**src/rtl/d7s_scan_ctrl.sv**
```systemverilog
// ---------------------------------------------------------------------------
// d7s_scan_ctrl
//   Scan controller for a multiplexed 7-segment display that has one
//   common-driver transistor per digit. BCD digits arrive over a valid/ready
//   handshake and go into a pending buffer. They are copied into the displayed
//   (shadow) register only at a frame boundary, so a frame never shows a mix
//   of old and new digits. Each digit slot starts with a blanking dead time
//   that suppresses ghosting. The rest of the slot drives the digit.
//
//   Optional build macro: D7S_DIM_EN
//     Adds the brightness[3:0] input and a free-running 4-bit PWM counter.
//     During DRIVE the outputs are gated off whenever pwm >= brightness.
//
//   Ports
//     clk         system clock
//     rst_n       asynchronous active-low reset
//     en          scan enable; 0 forces IDLE
//     wr_valid    requester has new digits
//     wr_ready    pending buffer is empty
//     wr_data     BCD digits, [3:0] = digit 0 (least significant)
//     lzb_en      leading-zero blanking enable
//     brightness  PWM duty in 1/16 steps (D7S_DIM_EN only)
//     transistor  one-hot digit select, active high
//     d7sp        segments {g,f,e,d,c,b,a}, active high
//     frame_done  one-cycle pulse in the last DRIVE cycle of the last digit
//
//   state  | meaning
//   -------+-----------------------------------------------------------
//   IDLE   | scan stopped, outputs off, pending copied straight to shadow
//   BLANK  | dead time at the start of a slot, outputs off
//   DRIVE  | selected digit lit for the remainder of the slot
// ---------------------------------------------------------------------------
module d7s_scan_ctrl #(
    parameter int N_DIGITS  = 3,
    parameter int SCAN_DIV  = 10000,
    parameter int BLANK_CYC = 16,
    parameter int CNT_W     = 16
) (
    input  logic                  clk,
    input  logic                  rst_n,
    input  logic                  en,
    input  logic                  wr_valid,
    output logic                  wr_ready,
    input  logic [4*N_DIGITS-1:0] wr_data,
    input  logic                  lzb_en,
`ifdef D7S_DIM_EN
    input  logic [3:0]            brightness,
`endif
    output logic [N_DIGITS-1:0]   transistor,
    output logic [6:0]            d7sp,
    output logic                  frame_done
);

    localparam int IDX_W = (N_DIGITS > 1) ? $clog2(N_DIGITS) : 1;
    localparam logic [CNT_W-1:0] CNT_BLANK_LAST = CNT_W'(BLANK_CYC - 1);
    localparam logic [CNT_W-1:0] CNT_SLOT_LAST  = CNT_W'(SCAN_DIV - 1);
    localparam logic [IDX_W-1:0] IDX_LAST       = IDX_W'(N_DIGITS - 1);

    typedef enum logic [1:0] {
        ST_IDLE  = 2'd0,
        ST_BLANK = 2'd1,
        ST_DRIVE = 2'd2
    } state_t;

    state_t                r_state;
    state_t                w_state_nxt;
    logic [CNT_W-1:0]      r_cnt;
    logic [CNT_W-1:0]      w_cnt_nxt;
    logic [IDX_W-1:0]      r_idx;
    logic [IDX_W-1:0]      w_idx_nxt;

    logic [4*N_DIGITS-1:0] r_pend;
    logic                  r_pend_full;
    logic [4*N_DIGITS-1:0] r_shadow;
    logic [4*N_DIGITS-1:0] w_shadow_nxt;
    logic                  w_boundary;
    logic                  w_accept;
    logic                  w_xfer;

    logic [N_DIGITS-1:0]   r_transistor;
    logic [6:0]            r_d7sp;
    logic                  r_frame_done;
    logic [N_DIGITS-1:0]   w_tr_nxt;
    logic [6:0]            w_seg_nxt;
    logic                  w_fd_nxt;

    logic [3:0]            w_digit;
    logic [N_DIGITS-1:0]   w_sel;
    logic [N_DIGITS-1:0]   w_lz_blank;
    logic                  w_upper_zero;
    logic                  w_slot_blank;
    logic                  w_dim_on;
    logic                  w_lit;

    function automatic logic [6:0] seg_decode(input logic [3:0] bcd);
        logic [6:0] seg;
        case (bcd)
            4'd0:    seg = 7'b0111111;
            4'd1:    seg = 7'b0000110;
            4'd2:    seg = 7'b1011011;
            4'd3:    seg = 7'b1001111;
            4'd4:    seg = 7'b1100110;
            4'd5:    seg = 7'b1101101;
            4'd6:    seg = 7'b1111101;
            4'd7:    seg = 7'b0000111;
            4'd8:    seg = 7'b1111111;
            4'd9:    seg = 7'b1101111;
            default: seg = 7'b1000000;  // non-BCD codes show a dash
        endcase
        return seg;
    endfunction

`ifdef D7S_DIM_EN
    logic [3:0] r_pwm;
    logic [3:0] w_pwm_nxt;

    assign w_pwm_nxt = r_pwm + 4'd1;
    // Compare against the PWM value that will be current when the registered
    // outputs are visible, so the duty is exactly brightness/16.
    assign w_dim_on  = (w_pwm_nxt < brightness);

    always_ff @(posedge clk or negedge rst_n) begin
        if (!rst_n) begin
            r_pwm <= 4'd0;
        end else begin
            r_pwm <= w_pwm_nxt;
        end
    end
`else
    assign w_dim_on = 1'b1;
`endif

    // IDLE behaves as a permanent frame boundary: pending data is applied
    // immediately because nothing is being displayed.
    assign w_boundary   = (r_state == ST_IDLE) ||
                          ((r_state == ST_BLANK) && (r_idx == '0) && (r_cnt == '0));
    assign w_accept     = wr_valid && !r_pend_full;
    assign w_xfer       = r_pend_full && w_boundary;
    assign w_shadow_nxt = w_xfer ? r_pend : r_shadow;
    assign wr_ready     = !r_pend_full;

    always_comb begin
        w_state_nxt = r_state;
        w_cnt_nxt   = r_cnt;
        w_idx_nxt   = r_idx;
        if (!en) begin
            w_state_nxt = ST_IDLE;
            w_cnt_nxt   = '0;
            w_idx_nxt   = '0;
        end else begin
            case (r_state)
                ST_IDLE: begin
                    w_state_nxt = ST_BLANK;
                    w_cnt_nxt   = '0;
                    w_idx_nxt   = '0;
                end
                ST_BLANK: begin
                    w_cnt_nxt = r_cnt + 1'b1;
                    if (r_cnt == CNT_BLANK_LAST) begin
                        w_state_nxt = ST_DRIVE;
                    end
                end
                ST_DRIVE: begin
                    if (r_cnt == CNT_SLOT_LAST) begin
                        w_state_nxt = ST_BLANK;
                        w_cnt_nxt   = '0;
                        w_idx_nxt   = (r_idx == IDX_LAST) ? '0 : r_idx + 1'b1;
                    end else begin
                        w_cnt_nxt = r_cnt + 1'b1;
                    end
                end
                default: begin
                    w_state_nxt = ST_IDLE;
                    w_cnt_nxt   = '0;
                    w_idx_nxt   = '0;
                end
            endcase
        end
    end

    // Output values are computed from the next state and next shadow so the
    // registered select and segments change together on the same edge.
    always_comb begin
        w_digit      = 4'd0;
        w_sel        = '0;
        w_lz_blank   = '0;
        w_upper_zero = 1'b1;
        w_slot_blank = 1'b0;
        for (int i = N_DIGITS - 1; i >= 1; i--) begin
            w_upper_zero  = w_upper_zero && (w_shadow_nxt[4*i +: 4] == 4'd0);
            w_lz_blank[i] = w_upper_zero;
        end
        for (int i = 0; i < N_DIGITS; i++) begin
            if (w_idx_nxt == IDX_W'(i)) begin
                w_digit      = w_shadow_nxt[4*i +: 4];
                w_sel[i]     = 1'b1;
                w_slot_blank = lzb_en && w_lz_blank[i];
            end
        end
        w_lit     = (w_state_nxt == ST_DRIVE) && !w_slot_blank && w_dim_on;
        w_tr_nxt  = w_lit ? w_sel : '0;
        w_seg_nxt = w_lit ? seg_decode(w_digit) : 7'd0;
        w_fd_nxt  = (w_state_nxt == ST_DRIVE) && (w_idx_nxt == IDX_LAST) &&
                    (w_cnt_nxt == CNT_SLOT_LAST);
    end

    always_ff @(posedge clk or negedge rst_n) begin
        if (!rst_n) begin
            r_state      <= ST_IDLE;
            r_cnt        <= '0;
            r_idx        <= '0;
            r_pend       <= '0;
            r_pend_full  <= 1'b0;
            r_shadow     <= '0;
            r_transistor <= '0;
            r_d7sp       <= 7'd0;
            r_frame_done <= 1'b0;
        end else begin
            r_state      <= w_state_nxt;
            r_cnt        <= w_cnt_nxt;
            r_idx        <= w_idx_nxt;
            r_shadow     <= w_shadow_nxt;
            if (w_xfer) begin
                r_pend_full <= 1'b0;
            end else if (w_accept) begin
                r_pend      <= wr_data;
                r_pend_full <= 1'b1;
            end
            r_transistor <= w_tr_nxt;
            r_d7sp       <= w_seg_nxt;
            r_frame_done <= w_fd_nxt;
        end
    end

    assign transistor = r_transistor;
    assign d7sp       = r_d7sp;
    assign frame_done = r_frame_done;

endmodule
```
**config.mk**
```make
export PLATFORM = sky130hd
export DESIGN_NAME = d7s_scan_ctrl
export DESIGN_NICKNAME = d
export VERILOG_FILES = /design/src/rtl/d7s_scan_ctrl.sv
export SDC_FILE = /design/constraint.sdc
export NUM_CORES = 1
export LEC_CHECK = 0
export CAP_MARGIN = 20
export CORE_ASPECT_RATIO = 2
export CORE_MARGIN = 5
export CORE_UTILIZATION = 33
export CTS_BUF_LIST = sky130_fd_sc_hd__clkbuf_4 sky130_fd_sc_hd__clkbuf_8
export DETAILED_ROUTE_END_ITERATION = 16
export PLACE_DENSITY = 0.55
export SYNTH_ARGS = -nofsm -noshare
export SYNTH_HDL_FRONTEND = slang
export SYNTH_SLANG_ARGS = --single-unit
```
**constraint.sdc**
```tcl
create_clock -name clk -period 3.31 [get_ports clk]
set_input_delay 0.4965 -clock clk [delete_from_list [all_inputs] [get_ports clk]]
set_output_delay 0.4965 -clock clk [all_outputs]
set_load 0.02 [all_outputs]
```
==> metrics.csv, run 1 <==
metric;value;unit
Net Sw Frac;0.352;
Site Rows;48;
final-report setup violation count;0;
syn_area_per_cell;10.9;um^2
Post-Synth Simple-Gate Area;0.189;
Yosys Warn Count;0;
wire per inst;16.5;um
via count;2157;
RD Place Congestion;0.763;
fin crit period;3.08;ns
largest net degree at the start of global routing;42;
CP Launch Type;flop;
Clock Skew;0.00784;ns
Post-synth EDFFs;0;
CP arrival;3.29;ns
diode count;0;
RSZ-0062 raised after global routing;no;
Total Die Area;0.0110;mm^2
Die Width;76.8;um
Clock transition at path regs;0.11;ns
Root Driver;clkbuf_8;
ys async rst share;1.00;
MaxCap Viol Count;0;
# IOs;29;
Starting Density;0.338;
status;finished, final reports clean;
antenna-violating nets left;0;
most frequent cells in the layout;dfrtp_1 (56), nor2_1 (28), clkdlybuf4s50_1 (27), inv_1 (18), mux2_2 (17);
CTS tree;done;
worst vdd rail ir drop;414;uV
Clk pwr share;0.191;
worst min path class;in -> async;
Pwr Total;2050;uW
post-synthesis adder-cell area fraction;0.0459;
Post-Route WL;6.80;mm
period utilization;0.929;
Comb power frac;0.344;
number of H-tree branching levels;2;
placed wire-length estimate;5.44;mm
Crit-path slowest cell;dfrtp_1;
vias in the first global route;2395;
post-synth cell types;59;
Setup TNS Final;0;ns
# nets final;338;
FF+latch count, synth;56;
Int Power;1330;uW
slew margin rel.;0.376;
Buf/Inv on CP;3;
TritonCTS Buffers;5;
via density per instance;5.24;
family with the most delay on the worst path;simple AND/OR/NAND/NOR gates;
synthesized area;0.00294;mm^2
CP max stage delay;0.44;ns
# Post-CTS Setup Buffers;0;
most used cell, CP;inv_1;
Max Fclk;325;MHz
LEAKAGE;0.00144;uW
Req. time, crit path;3.53;ns
Synth Area in Compound Gates;0.108;
critical path type;reg -> reg;
Syn Nets;298;
count of pins over their slew limit;0;
area of the core;0.00871;mm^2
dominant synthesized flop cell;dfrtp_1;
sequential power share;0.465;
pwr dens;588;mW/mm^2
post-synthesis sequential area ratio;0.476;
count of final hold-check violations;0;
GRT Total Usage;0.131;
Syn-to-layout area delta;18.3;%
# DRC;0;
share of cells above drive strength 1;0.170;
clock latency on the worst-skew pair;0.32;ns
Synth Area in XOR/XNOR;0.0447;
critical path fanouts, max;5;
synthesized instance count;271;
post-synthesis mux area share;0.0927;
worst slew pin tran;0.937;ns
grt total ovfl;0;
die height;144;um
worst-path cell chain;inv_1 -> ha_2 -> nor4bb_1 -> nand3_1 -> o21ai_4 -> mux2_2 -> nor2b_1 -> a211oi_1 -> buf_4 -> inv_1 -> ha_1 -> and3_1 -> a311oi_1;
I/O Buffers;28;
most common cell after layout, fill and taps aside;dfrtp_1;
Net Switching;719;uW
initial antenna violation count;0;
Pre-antenna DRT Iters;4;
CTS Buffer Depth;2;
Worst setup EP type;flop;
CTS Sinks;56;
largest family of logic cells by synthesized area;simple AND/OR/NAND/NOR gates;
first-pass GRT wire length;11.5;mm
Starting DRT DRC Count;104;
==> layer usage <==
layer  vias to the layer above  routed length, um  share of wire  global-route usage
met5                         -                  0              0                   0
met4                         0                220          0.032              0.0599
met3                        11                155          0.023              0.0194
met2                        32               4210           0.62               0.277
met1                      1077               2210           0.33               0.114
li1                       1037                  -              -                   -
==> flip-flops by register name, indices dropped and copies added (netlist names) <==
register	cells
r_pend	12
frame_done	1
r_idx	2
d7sp	7
r_state	2
r_cnt	16
transistor	3
r_pend_full	1
r_shadow	12
==> cell usage after synthesis (2+ instances only) <==
cell / instances / area, um^2
nand2_1: 13 / 48.8
nor2b_1: 6 / 37.5
nor3_1: 3 / 15.0
nand4_1: 6 / 37.5
nor4_4: 2 / 42.5
a21o_1: 2 / 15.0
o21ai_4: 2 / 32.5
and4_1: 2 / 17.5
buf_6: 3 / 33.8
xor2_1: 8 / 70.1
ha_1: 10 / 125
a21oi_1: 12 / 60.1
xnor2_1: 7 / 61.3
and3_1: 3 / 18.8
nand2b_1: 4 / 25.0
mux2i_1: 7 / 70.1
dfrtp_1: 56 / 1400
nor2_1: 28 / 105
mux2_2: 17 / 191
nand3_1: 14 / 70.1
and2_1: 2 / 12.5
buf_2: 2 / 10.0
nor4_1: 6 / 37.5
inv_1: 18 / 67.6
nor2_2: 2 / 12.5
or4_1: 2 / 15.0
clkbuf_1: 2 / 7.51
==> worst paths after layout <==
check / from / endpoint / slack (ns) / cells after the start
max: r_state[1] / d7sp[0] / 0.23 / 13
min: rst_n / r_state[0] / 0.30 / 1
max reg2reg: r_state[1] / d7sp[0] / 0.23 / 13
min reg2reg: r_shadow[1] / r_shadow[1] / 0.50 / 2
max in group asynchronous: rst_n / r_pend[9] / 2.25 / 2
min in group clk: r_shadow[1] / r_shadow[1] / 0.50 / 2
==> power groups by stage <==
stage | Sequential [uW] | Clock (uW) | Combinational (uW)
2_1_floorplan | 917 | 0 | 505
3_3_place_gp | 969 | 0 | 693
3_5_place_dp | 967 | 0 | 707
4_1_cts | 952 | 414 | 710
5_1_grt | 966 | 440 | 785
6_report | 950 | 391 | 704
==> cell families (layout without fill, tap and decap cells) <==
group                    after synthesis  after routing
XOR/XNOR                              15             15
flip-flops                            56             56
AND/OR/NAND/NOR                      100            100
buffers and inverters                 26             67
multiplexers                          25             25
AO/OA/AOI/OAI                         38             38
adder cells (fa/ha/maj)               11             11
==> what timing repair did <==
item / CTS / global route
gates resized for setup: 0 / 2
hold buffers: 0 / 0
setup endpoints to repair: 0 / 4
==> layout make-up <==
type                            count  area [um^2]
Fill cell                         859         5230
Multi-Input combinational cell    189         1420
Sequential cell                    56         1400
Timing Repair Buffer               41          373
Tap cell                          100          125
Clock buffer                        5         68.8
Inverter                           18         67.6
Clock inverter                      3         22.5
==> stage by stage <==
step | setup slack, ns | hold WS [ns] | cell area (um^2) | util | std cells
after floorplan | 0.377 | 0.201 | 2940 | - | 271
after global placement | 0.245 | 0.464 | 3380 | 0.388 | 404
after detailed placement | 0.162 | 0.465 | 3380 | 0.388 | 404
after CTS | 0.132 | 0.345 | 3470 | 0.399 | 412
after global routing | 0.0313 | 0.397 | 3480 | 0.400 | 412
final | 0.234 | 0.304 | 3480 | 0.400 | 412
(Power assumes the default switching activity.)
==> run 2, diff against run 1 <==
- CAP_MARGIN: 20 -> 15
- GPL_TIMING_DRIVEN: unset -> 0
==> metrics.csv, run 2 (synthesized netlist as in run 1, its figures left out) <==
metric;value;unit;change
status;finished, final reports clean;;
Filler Cell Count;860;;+0.12%
r2r startpoint;r_state[1];;
Site Rows;48;;unchanged
CTS tree;done;;
worst min path class;in -> async;;
final-report setup violation count;0;;unchanged
Req. time, crit path;3.53;ns;about the same
# IOs;29;;unchanged
via count;2166;;+0.42%
count of final hold-check violations;0;;unchanged
clock latency on the worst-skew pair;0.32;ns;about the same
TritonCTS Buffers;5;;unchanged
initial antenna violation count;0;;unchanged
Syn-to-layout area delta;20.3;%;
CP Launch Type;flop;;
Place WS;-0.327;ns;-0.489 ns
CP max stage delay;0.42;ns;-0.02 ns
multi-input logic area;0.00144;mm^2;+1.2%
grt total ovfl;0;;unchanged
CTS Sinks;56;;unchanged
met1 usage;0.118;;+0.00320
wire per inst;16.2;um;-2.0%
# nets final;340;;+0.59%
vias in the first global route;2353;;-1.8%
largest register by flop count;r_cnt;;
Clock Skew;0.0111;ns;+0.00331 ns
area of the core;0.00871;mm^2;unchanged
fin crit period;3.18;ns;+0.108 ns
slew margin rel.;0.526;;+0.151
CTS Buffer Depth;2;;unchanged
worst slew pin tran;0.710;ns;-0.226 ns
I/O Buffers;28;;unchanged
Max Fclk;314;MHz;-3.4%
number of H-tree branching levels;2;;unchanged
Comb power frac;0.367;;+0.023
Post-Route WL;6.70;mm;-1.5%
antenna-violating nets left;0;;unchanged
GRT Total Usage;0.128;;-0.00353
placed wire-length estimate;5.24;mm;-3.7%
critical path type;reg -> reg;;
Root Driver;clkbuf_8;;
most common cell after layout, fill and taps aside;dfrtp_1;;
RD Place Congestion;0.788;;+3.2%
Starting Density;0.338;;unchanged
Worst setup EP type;flop;;
Crit-path slowest cell;dfrtp_1;;
MaxCap Viol Count;0;;unchanged
Net Switching;732;uW;+1.8%
count of pins over their slew limit;0;;unchanged
worst-path cell chain;inv_1 -> ha_2 -> nor4bb_2 -> nand3_1 -> o21ai_4 -> buf_12 -> buf_4 -> mux2_2 -> o2bb2ai_1 -> nor2_2 -> mux2_1 -> a32o_1;;
Int Power;1370;uW;+3.6%
die height;144;um;unchanged
Post-CTS Hold Fix Bufs;0;;unchanged
most frequent cells in the layout;dfrtp_1 (56), nor2_1 (28), clkdlybuf4s50_1 (27), inv_1 (18), mux2_2 (17);;
sequential power share;0.448;;-0.017
Final Worst Setup Slack;0.126;ns;-0.108 ns
met3 usage;0.0213;;+0.00188
Clock transition at path regs;0.11;ns;about the same
Pre-antenna DRT Iters;4;;unchanged
Regs by FF count;r_cnt (16), r_pend (12), r_shadow (12);;
largest net degree at the start of global routing;31;;-26%
Die Width;76.8;um;unchanged
period utilization;0.962;;+0.0327
gr busiest metal;met2;;
CP arrival;3.40;ns;+0.11 ns
share of cells above drive strength 1;0.178;;+0.00847
via density per instance;5.23;;about the same
# DRC;0;;unchanged
Clk pwr share;0.185;;-0.006
M2 GR Usage;0.263;;-0.0143
pwr dens;595;mW/mm^2;+1.3%
Setup TNS Final;0;ns;unchanged
max reg flops;16;;unchanged
worst vdd rail ir drop;520;uV;+25%
first-pass GRT wire length;11.3;mm;-1.3%
Starting DRT DRC Count;52;;-50%
Net Sw Frac;0.348;;-0.00400
R2R setup slack;0.13;ns;-0.11 ns
diode count;0;;unchanged
Sequential Area;0.00140;mm^2;unchanged
worst setup path startpoint;r_state[1];;
critical path fanouts, max;7;;+2
Total Die Area;0.0110;mm^2;unchanged
LEAKAGE;0.00145;uW;+0.95%
-- run 2: cell types whose count changed in the layout (fill, tap and decap cells not counted), sizes merged --
cell,previous run,this run
inv,19,18
clkbuf,5,8
clkinv,2,1
clkinvlp,0,1
-- run 2: power by group through the flow --
stage	sequential, uW	clock [uW]	combinational, uW
after floorplan	917	0	505
after global placement	956	0	670
after detailed placement	958	0	684
after CTS	945	410	733
after global routing	961	433	845
final	943	391	773
-- run 2: per-layer routing --
metal | wire length (um) | share of wire
met1 | 2260 | 0.34
met2 | 4120 | 0.61
met3 | 159 | 0.024
met4 | 159 | 0.024
met5 | 0 | 0
-- run 2: final cells by class --
type,instances,area share
clock inverters,2,0.00460
plain buffers,8,0.0166
flip-flops and latches,56,0.396
well taps,100,0.0354
multi-input cells,189,0.407
inverters,18,0.0191
clock buffers,6,0.0216
repair buffers,35,0.0997
-- run 2: final timing paths --
path / end / cells past startpoint
min in group clk: r_shadow[3] / 2
max reg2reg: d7sp[4] / 12
min: d7sp[2] / 1
max: d7sp[4] / 12
max in group asynchronous: transistor[0] / 2
min reg2reg: r_shadow[3] / 2
-- run 2: critical path, delay by kind of cell (launching register included) --
family	cells	cell delay [ns]
adders and majority gates	1	0.23
muxes	2	0.70
DFF	1	0.42
buffers and inverters	3	0.36
AOI/OAI and AO/OA	3	0.68
and+or+nand+nor	3	0.70
-- run 2: metrics by stage --
step	instance area [um^2]	total power [uW]	utilization	instances	hold WS, ns
CTS	3500	2090	0.401	412	0.246
finish	3540	2110	0.406	414	0.225
global placement	3350	1630	0.384	399	0.489
floorplan	2940	1420	-	271	0.201
detailed placement	3360	1640	0.386	400	0.491
global route	3540	2240	0.406	414	0.276
-- run 2: timing repair --
item | CTS | global route
buffers inserted | 4 | 2
pin swaps | 2 | 1
endpoints found under the setup margin | 6 | 4
gates resized for setup | 2 | 3
==> run 3, diff against run 2 <==
- PLACE_DENSITY: 0.55 -> 0.48
==> metrics.csv, run 3 (synthesized netlist as in run 1, its figures left out) <==
metric;value;unit;change
status;finished, final reports clean;;
clock latency on the worst-skew pair;0.31;ns;about the same
Starting DRT DRC Count;80;;+54%
die height;144;um;unchanged
final-report setup violation count;0;;unchanged
max reg flops;16;;unchanged
period utilization;0.957;;-0.00486
first-pass GRT wire length;11.5;mm;+1.3%
Max Fclk;316;MHz;+0.51%
count of final hold-check violations;0;;unchanged
vias in the first global route;2302;;-2.2%
antenna-violating nets left;0;;unchanged
Regs by FF count;r_cnt (16), r_pend (12), r_shadow (12);;
number of H-tree branching levels;2;;unchanged
wire per inst;16.6;um;+2.5%
TritonCTS Buffers;5;;unchanged
initial antenna violation count;0;;unchanged
count of pins over their slew limit;0;;unchanged
Net Switching;711;uW;-2.8%
Starting Density;0.338;;unchanged
CTS Buffer Depth;2;;unchanged
Post-CTS Hold Fix Bufs;0;;unchanged
Pre-antenna DRT Iters;4;;unchanged
Clock transition at path regs;0.10;ns;about the same
Filler Cell Count;853;;-0.81%
CP Launch Type;flop;;
Root Driver;clkbuf_8;;
most used cell, CP;ha_1;;
Die Width;76.8;um;unchanged
Layout Cells excl Fill;412;;-0.48%
Net Sw Frac;0.339;;-0.00810
pwr dens;594;mW/mm^2;-0.24%
worst slew pin tran;0.573;ns;-0.137 ns
cell count after placement;400;;unchanged
share of cells above drive strength 1;0.176;;-0.00206
r2r startpoint;r_cnt[0];;
I/O Buffers;28;;unchanged
most common cell after layout, fill and taps aside;dfrtp_1;;
worst min path class;in -> async;;
Clock Skew;0.00699;ns;-0.00415 ns
via density per instance;5.23;;about the same
via count;2156;;-0.46%
CP max stage delay;0.53;ns;+0.11 ns
Syn-to-layout area delta;19.9;%;
RD Place Congestion;0.810;;+2.8%
critical path type;reg -> reg;;
worst-path cell chain;ha_1 -> and3_1 -> buf_2 -> nand4_1 -> a21oi_1 -> or4_4 -> o221ai_2 -> nand2_1 -> ha_1 -> mux2_1 -> a32o_1;;
fin crit period;3.17;ns;-0.0161 ns
R2R cell count;11;;-1
# IOs;29;;unchanged
Placement Cell Area;0.00336;mm^2;unchanged
# DRC;0;;unchanged
Worst setup EP type;flop;;
Final Cell Area;0.00353;mm^2;-0.28%
LEAKAGE;0.00145;uW;-0.26%
Int Power;1380;uW;+0.72%
most frequent cells in the layout;dfrtp_1 (56), nor2_1 (28), clkdlybuf4s50_1 (27), inv_1 (18), mux2_2 (17);;
RSZ-0062 raised after global routing;no;;
area of the core;0.00871;mm^2;unchanged
Post-Route WL;6.84;mm;+2.0%
Comb power frac;0.357;;-0.010
CTS Sinks;56;;unchanged
largest net degree at the start of global routing;35;;+13%
GRT Total Usage;0.132;;+0.00400
Worst R2R End;d7sp[4];;
Total Die Area;0.0110;mm^2;unchanged
worst vdd rail ir drop;336;uV;-35%
sequential power share;0.450;;+0.002
Crit-path slowest cell;or4_4;;
R2R setup slack;0.14;ns;+0.02 ns
grt total ovfl;0;;unchanged
Site Rows;48;;unchanged
placed wire-length estimate;5.34;mm;+1.9%
CTS tree;done;;
Clk pwr share;0.193;;+0.008
Req. time, crit path;3.51;ns;-0.02 ns
slew margin rel.;0.618;;+0.0915
critical path fanouts, max;8;;+1
CP arrival;3.37;ns;-0.03 ns
largest register by flop count;r_cnt;;
diode count;0;;unchanged
MaxCap Viol Count;0;;unchanged
# nets final;338;;-0.59%
run 3: cell count changes in the layout (fill, tap and decap cells not counted), sizes merged:
cell | before | now
buf | 14 | 12
clkbuf | 8 | 10
clkinv | 1 | 0
clkinvlp | 1 | 0
run 3: through the flow:
step / hold WS (ns) / utilization / setup WS, ns / power (uW) / TNS [ns]
finish: 0.162 / 0.405 / 0.142 / 2100 / 0
global route: 0.198 / 0.405 / 0.00568 / 2250 / 0
CTS: 0.167 / 0.401 / 0.0262 / 2110 / 0
detailed placement: 0.476 / 0.386 / -0.389 / 1640 / -1.65
global placement: 0.476 / 0.384 / -0.440 / 1630 / -11.34
floorplan: 0.201 / - / 0.377 / 1420 / 0
run 3: routing by layer:
layer	vias up	track usage	wire, um
met5	-	0	0
met2	35	0.263	4090
met4	0	0.0618	207
li1	1033	-	-
met1	1072	0.126	2360
met3	16	0.0226	176
run 3: what timing repair did:
| item | 4_1_cts | 5_1_grt |
|---|---|---|
| setup buffers | 4 | 0 |
| pin swaps | 2 | 1 |
| endpoints found under the setup margin | 7 | 5 |
| resized for setup | 1 | 6 |
run 3: how the worst max path moves through the flow:
stage               slack (ns)        from       to
floorplan                 0.38  r_state[1]  d7sp[3]
global placement         -0.44  r_state[1]  d7sp[3]
detailed placement       -0.39  r_state[1]  d7sp[3]
CTS                       0.03  r_state[1]  d7sp[3]
global route             0.006  r_state[1]  d7sp[4]
finish                    0.14    r_cnt[0]  d7sp[4]
run 3: final cells by class:
cell class                 instances  area, um^2  share of cell area
clock buffer                       8        97.6              0.0277
inverter                          18        67.6              0.0191
tap                              100         125              0.0355
timing repair buffer              33         325              0.0922
sequential                        56        1400               0.397
multi-input combinational        189        1450               0.412
buffer                             8        58.8              0.0167
run 3: critical path, delay by kind of cell, from the launching register on:
| family | cells | cell delay [ns] |
|---|---|---|
| compound gates | 3 | 0.61 |
| mux | 1 | 0.28 |
| buf+inv | 1 | 0.16 |
| flops | 1 | 0.44 |
| fa+ha+maj | 2 | 0.50 |
| simple gates | 4 | 1.06 |
run 3: power by group through the flow:
stage	registers, uW	logic, uW	clock network, uW
6_report	943	748	405
3_3_place_gp	954	680	0
5_1_grt	962	825	458
4_1_cts	943	732	437
2_1_floorplan	917	505	0
3_5_place_dp	956	684	0
==> RTL edit 1 (flow settings as in run 2) <==
Set the parameter `SCAN_DIV` to 5000 (it was 10000).
--- a/src/rtl/d7s_scan_ctrl.sv
+++ b/src/rtl/d7s_scan_ctrl.sv
@@ -34,3 +34,3 @@
     parameter int N_DIGITS  = 3,
-    parameter int SCAN_DIV  = 10000,
+    parameter int SCAN_DIV  = 5000,
     parameter int BLANK_CYC = 16,
Behaviour: same outputs for any inputs over 10 cycles, from zero or initial values and one cycle with rst_n low; that may be too few to reach the edited logic, so the function may still have changed.
==> RTL edit 1 against run 2 <==
- fmax down 2.4%
- critical path depth is 1 lower
- final area is 1.3% higher
- utilization grew 1.1 points
- wire length down 1.9%
- setup slack worse by 0.077 ns
- hold slack better by 0.0058 ns
- area after synthesis decreased by 2.2%
- power is 8.0% higher
- synthesized cell count is 3.3% lower
- clock skew up 0.0031 ns
- sequential cell count unchanged
- count of clock-buffer cells in the layout stayed put
- critical path type unchanged
- critical endpoint is now d7sp[0]$_DFF_PN0_
- largest cell class unchanged
==> RTL edit 1: results (changes against run 2) <==
Route
  • Number of DRC markers in iteration 0: 85 (+63%)
  • Routed WL: 6.57 mm (-1.9%)

Finish
  • Ant. Diodes: 0 (unchanged)
  • Filler instances: 846 (-1.6%)
  • Share of cells above drive strength 1: 0.239 (+0.0604)
  • Layout Nets: 336 (-1.2%)
  • Post-Layout Cell Count: 410 (-0.97%)

Worst setup path
  • R2r endpoint: d7sp[0]$_DFF_PN0_
  • Worst path arrival time: 3.52 ns (+0.12 ns)
  • RR Startpoint: r_cnt[14]$_DFF_PN0_
  • Crit path max fanout: 6 (-1)

Placed design
  • Final GP Congestion: 0.792 (+0.46%)
  • Dpl ws: -0.348 ns (-0.0205 ns)
  • Post-DP HPWL: 5.06 mm (-3.4%)
  • Placed cells: 391 (-2.3%)

Power
  • Maximum vdd drop: 0.000236 V (-54%)
  • Leakage power: 1.49 nW (+3.0%)

GRT
  • GRT Total Usage: 0.130 (+0.00210)
  • Vias in the first global route: 2279 (-3.1%)
  • Largest net degree at the start of global routing: 32 (+3.2%)
  • Wire length of the first global-routing pass: 11.1 mm (-2.3%)

Synth
  • Syn_nets: 289 (-3.0%)
  • Commonest cells post-synth: dfrtp_1, nor2_1, inv_1
  • Synth area leaders: dfrtp_1, mux2_2, ha_1
  • Register area share after synthesis: 0.487 (+0.0108)
  • Cell variety after synth: 57 (-3.4%)
  • Syn avg cell area: 11.0 um^2 (+1.1%)

Timing
  • Clk_skew: 0.0142 ns (+0.00306 ns)
  • Worst-Margin Slew: 0.753 ns (+0.0427 ns)
  • Post-route clock period utilization: 0.985 (+0.0233)

Run status
  • Status: finished, final reports clean

Clock network
  • Clock transition at the registers of the reported paths: 0.11 ns (about the same)
## RTL edit 1: kinds of logic (layout without fill, tap and decap cells)
group                      count (synthesis)  count (layout)  synth area share
AOI/OAI and AO/OA                         37              37             0.108
xor gates and xnor gates                  16              16            0.0487
adders and majority gates                 10              10            0.0435
buffers and inverters                     28              76            0.0409
DFF                                       56              56             0.487
muxes                                     28              28             0.107
and+or+nand+nor                           87              87             0.165
## RTL edit 1: per-stage QoR
stage	setup TNS, ns	utilization	total power [W]	hold slack, ns	instance area, um^2
floorplan	0	-	0.00149	0.201	2890
global placement	-6.86	0.384	0.00170	0.489	3300
detailed placement	-2.04	0.386	0.00172	0.494	3310
CTS	-0.0168	0.411	0.00223	0.255	3530
global route	-0.233	0.417	0.00244	0.281	3580
finish	0	0.417	0.00228	0.231	3580
## RTL edit 1: worst max-delay path by stage
stage                        startpoint                 to  cells after the start
floorplan            r_cnt[4]$_DFF_PN0_  d7sp[0]$_DFF_PN0_                     10
global placement     r_cnt[4]$_DFF_PN0_  d7sp[0]$_DFF_PN0_                     10
detailed placement   r_cnt[4]$_DFF_PN0_  d7sp[0]$_DFF_PN0_                     10
CTS                 r_cnt[14]$_DFF_PN0_  d7sp[4]$_DFF_PN0_                     11
global route        r_cnt[14]$_DFF_PN0_  d7sp[0]$_DFF_PN0_                     11
finish              r_cnt[14]$_DFF_PN0_  d7sp[0]$_DFF_PN0_                     11
## RTL edit 1: layout make-up
class | count | area share
plain buffers | 5 | 0.0101
clock inverters | 2 | 0.00419
clock buffers | 6 | 0.0230
well taps | 100 | 0.0349
inverters | 22 | 0.0230
flip-flops and latches | 56 | 0.392
repair buffers | 41 | 0.111
multi-input cells | 178 | 0.401
## RTL edit 1: worst max-delay path, stage by stage (launching register included)
cell	delay [ns]
dfrtp_2	0.42
or4_4	0.57
or3_4	0.44
o31ai_4	0.23
buf_12	0.16
buf_12	0.12
mux2_4	0.32
a221oi_4	0.32
inv_2	0.07
ha_2	0.19
mux2_4	0.26
a21oi_2	0.10
## RTL edit 1: repair_timing
item	CTS	global route
setup buffers	10	2
endpoints found under the setup margin	7	7
pin swaps	6	4
gates resized for setup	11	9
## RTL edit 1: power by group
group	switching [W]	internal, W
sequential	0.000110	0.000839
combinational	0.000446	0.000482
clock	0.000229	0.000170
total	0.000784	0.00149
## RTL edit 1: routing by layer
metal / global-route usage / wire (um)
met5: 0 / 0
met4: 0.0675 / 257
met3: 0.0228 / 144
met2: 0.274 / 4080
met1: 0.107 / 2090
==> RTL edit 2 (config.mk and constraints of run 2) <==
Made on the original files. Re-encode `state_t` (3 states) as one-hot, 3 bits wide.
--- a/src/rtl/d7s_scan_ctrl.sv
+++ b/src/rtl/d7s_scan_ctrl.sv
@@ -58,6 +58,6 @@
 
-    typedef enum logic [1:0] {
-        ST_IDLE  = 2'd0,
-        ST_BLANK = 2'd1,
-        ST_DRIVE = 2'd2
+    typedef enum logic [2:0] {
+        ST_IDLE  = 3'b001,
+        ST_BLANK = 3'b010,
+        ST_DRIVE = 3'b100
     } state_t;
Formal check against the unedited RTL: same outputs for any inputs over 10 cycles, from zero or initial values and one cycle with rst_n low; not proved beyond that.
==> RTL edit 2 against run 2 <==
- the run now ends with setup timing left
- setup slack worse by 0.13 ns
- fmax shrank 4.0%
- sequential cell count grew 1
- wire length is 8.1% higher
- hold slack lost 0.13 ns
- non-clock buffer count grew 12
- power rose by 21%
- area after synthesis is 0.30% higher
- final area up 9.4%
- global-route usage rose by 0.68 points
- largest power group unchanged
==> RTL edit 2: results (changes against run 2) <==
Synth
  • Cells after Synth: 269 (-0.74%)
  • Synth area leaders: dfrtp_1, mux2_2, mux2i_1
  • Syn_nets: 292 (-2.0%)
  • Commonest cells post-synth: dfrtp_1, nor2_1, inv_1
  • Cell variety after synth: 62 (+5.1%)

Clock network
  • Worst-Skew Late Latency: 0.34 ns (+0.02 ns)
  • CTS buffer count: 9 (+4)
  • Post-CTS setup buffer count: 5 (+1)
  • Clock transition at the registers of the reported paths: 0.07 ns (-0.04 ns)
  • H-tree depth: 3 (+1)

Worst setup path
  • R2R depth: 9 (-3)
  • Critical path's largest stage delay: 0.60 ns (+0.18 ns)
  • Crit path max fanout: 6 (-1)
  • Worst path arrival time: 3.59 ns (+0.19 ns)
  • Slowest CP cell: or4_4
  • RR Startpoint: r_cnt[5]$_DFF_PN0_
  • Critical path endpoint: d7sp[0]$_DFF_PN0_

Finish
  • Layout Nets: 353 (+3.8%)
  • Ant. Diodes: 0 (unchanged)
  • Biggest regs: r_cnt x16, r_pend x12, r_shadow x12
  • Share of cells above drive strength 1: 0.287 (+0.108)

Timing
  • Final Setup Violations: 3 (+3)
  • Worst-Margin Slew: 0.677 ns (-0.0328 ns)
  • Min Hold Slack: 0.0941 ns (-0.131 ns)
  • Setup WS post-layout: -0.00824 ns (-0.134 ns)
  • Post-Route Setup TNS: -0.0168 ns (-0.0168 ns)
  • Clk_skew: 0.00749 ns (-0.00365 ns)

Run status
  • Status: finished with violations
  • Violated checks: setup timing

Route
  • Number of DRC markers in iteration 0: 55 (+5.8%)
  • Met3 WL: 179 um (+13%)
  • Routed WL: 7.24 mm (+8.1%)
  • Vias: 2259 (+4.3%)
  • Wl on met1: 2.36 mm (+4.6%)
  • DR vias/cell: 5.17 (-1.2%)

Placed design
  • Post-DP HPWL: 5.34 mm (+1.9%)
  • Dpl ws: -0.333 ns (-0.00581 ns)
  • Number of port buffers: 27 (-3.6%)
  • Final GP Congestion: 0.787 (-0.14%)
  • Placement Cell Area: 3360 um^2 (about the same)

GRT
  • Met3 GRT Util: 0.0345 (+0.0132)
  • GRT Total Usage: 0.134 (+0.00677)
  • Largest net degree at the start of global routing: 40 (+29%)
  • M2 GR Usage: 0.276 (+0.0126)
  • Wire length of the first global-routing pass: 11.3 mm (+0.24%)
  • GR Util met1: 0.114 (-0.00329)

Power
  • Tot Pwr: 0.00254 W (+21%)
  • Seq power: 0.000924 W (-2%)
  • Maximum vdd drop: 0.000250 V (-52%)
  • P_int: 0.00177 W (+29%)
  • Leakage power: 1.61 nW (+11%)
RTL edit 2: cell types whose count changed after synthesis, moves of 5 or more:
cell,before,now
nor4_1,6,11
xor2_1,8,3
o21ai_0,1,6
nand3_1,14,7
mux2i_1,7,13
RTL edit 2: worst max-delay path, delay by kind of cell (launching register included):
kind | cells | cell delay [ns]
compound gates | 3 | 0.47
buf+inv | 2 | 0.24
flops | 1 | 0.44
simple gates | 4 | 2.10
RTL edit 2: cells by family (layout without fill, tap and decap cells):
logic type / after synthesis / after routing / synth area share
mux: 31 / 31 / 0.113
fa+ha+maj: 6 / 6 / 0.0254
buf+inv: 24 / 90 / 0.0390
flops: 57 / 57 / 0.484
compound gates: 39 / 39 / 0.104
xor+xnor: 14 / 14 / 0.0416
simple gates: 98 / 98 / 0.193
RTL edit 2: layout make-up:
class                   instances  area, um^2
multi-input cells             188        1500
fillers                       846        5020
plain buffers                   5        43.8
well taps                     102         128
repair buffers                 50         454
inverters                      19        71.3
flip-flops and latches         57        1430
clock buffers                  11         145
clock inverters                 5         103
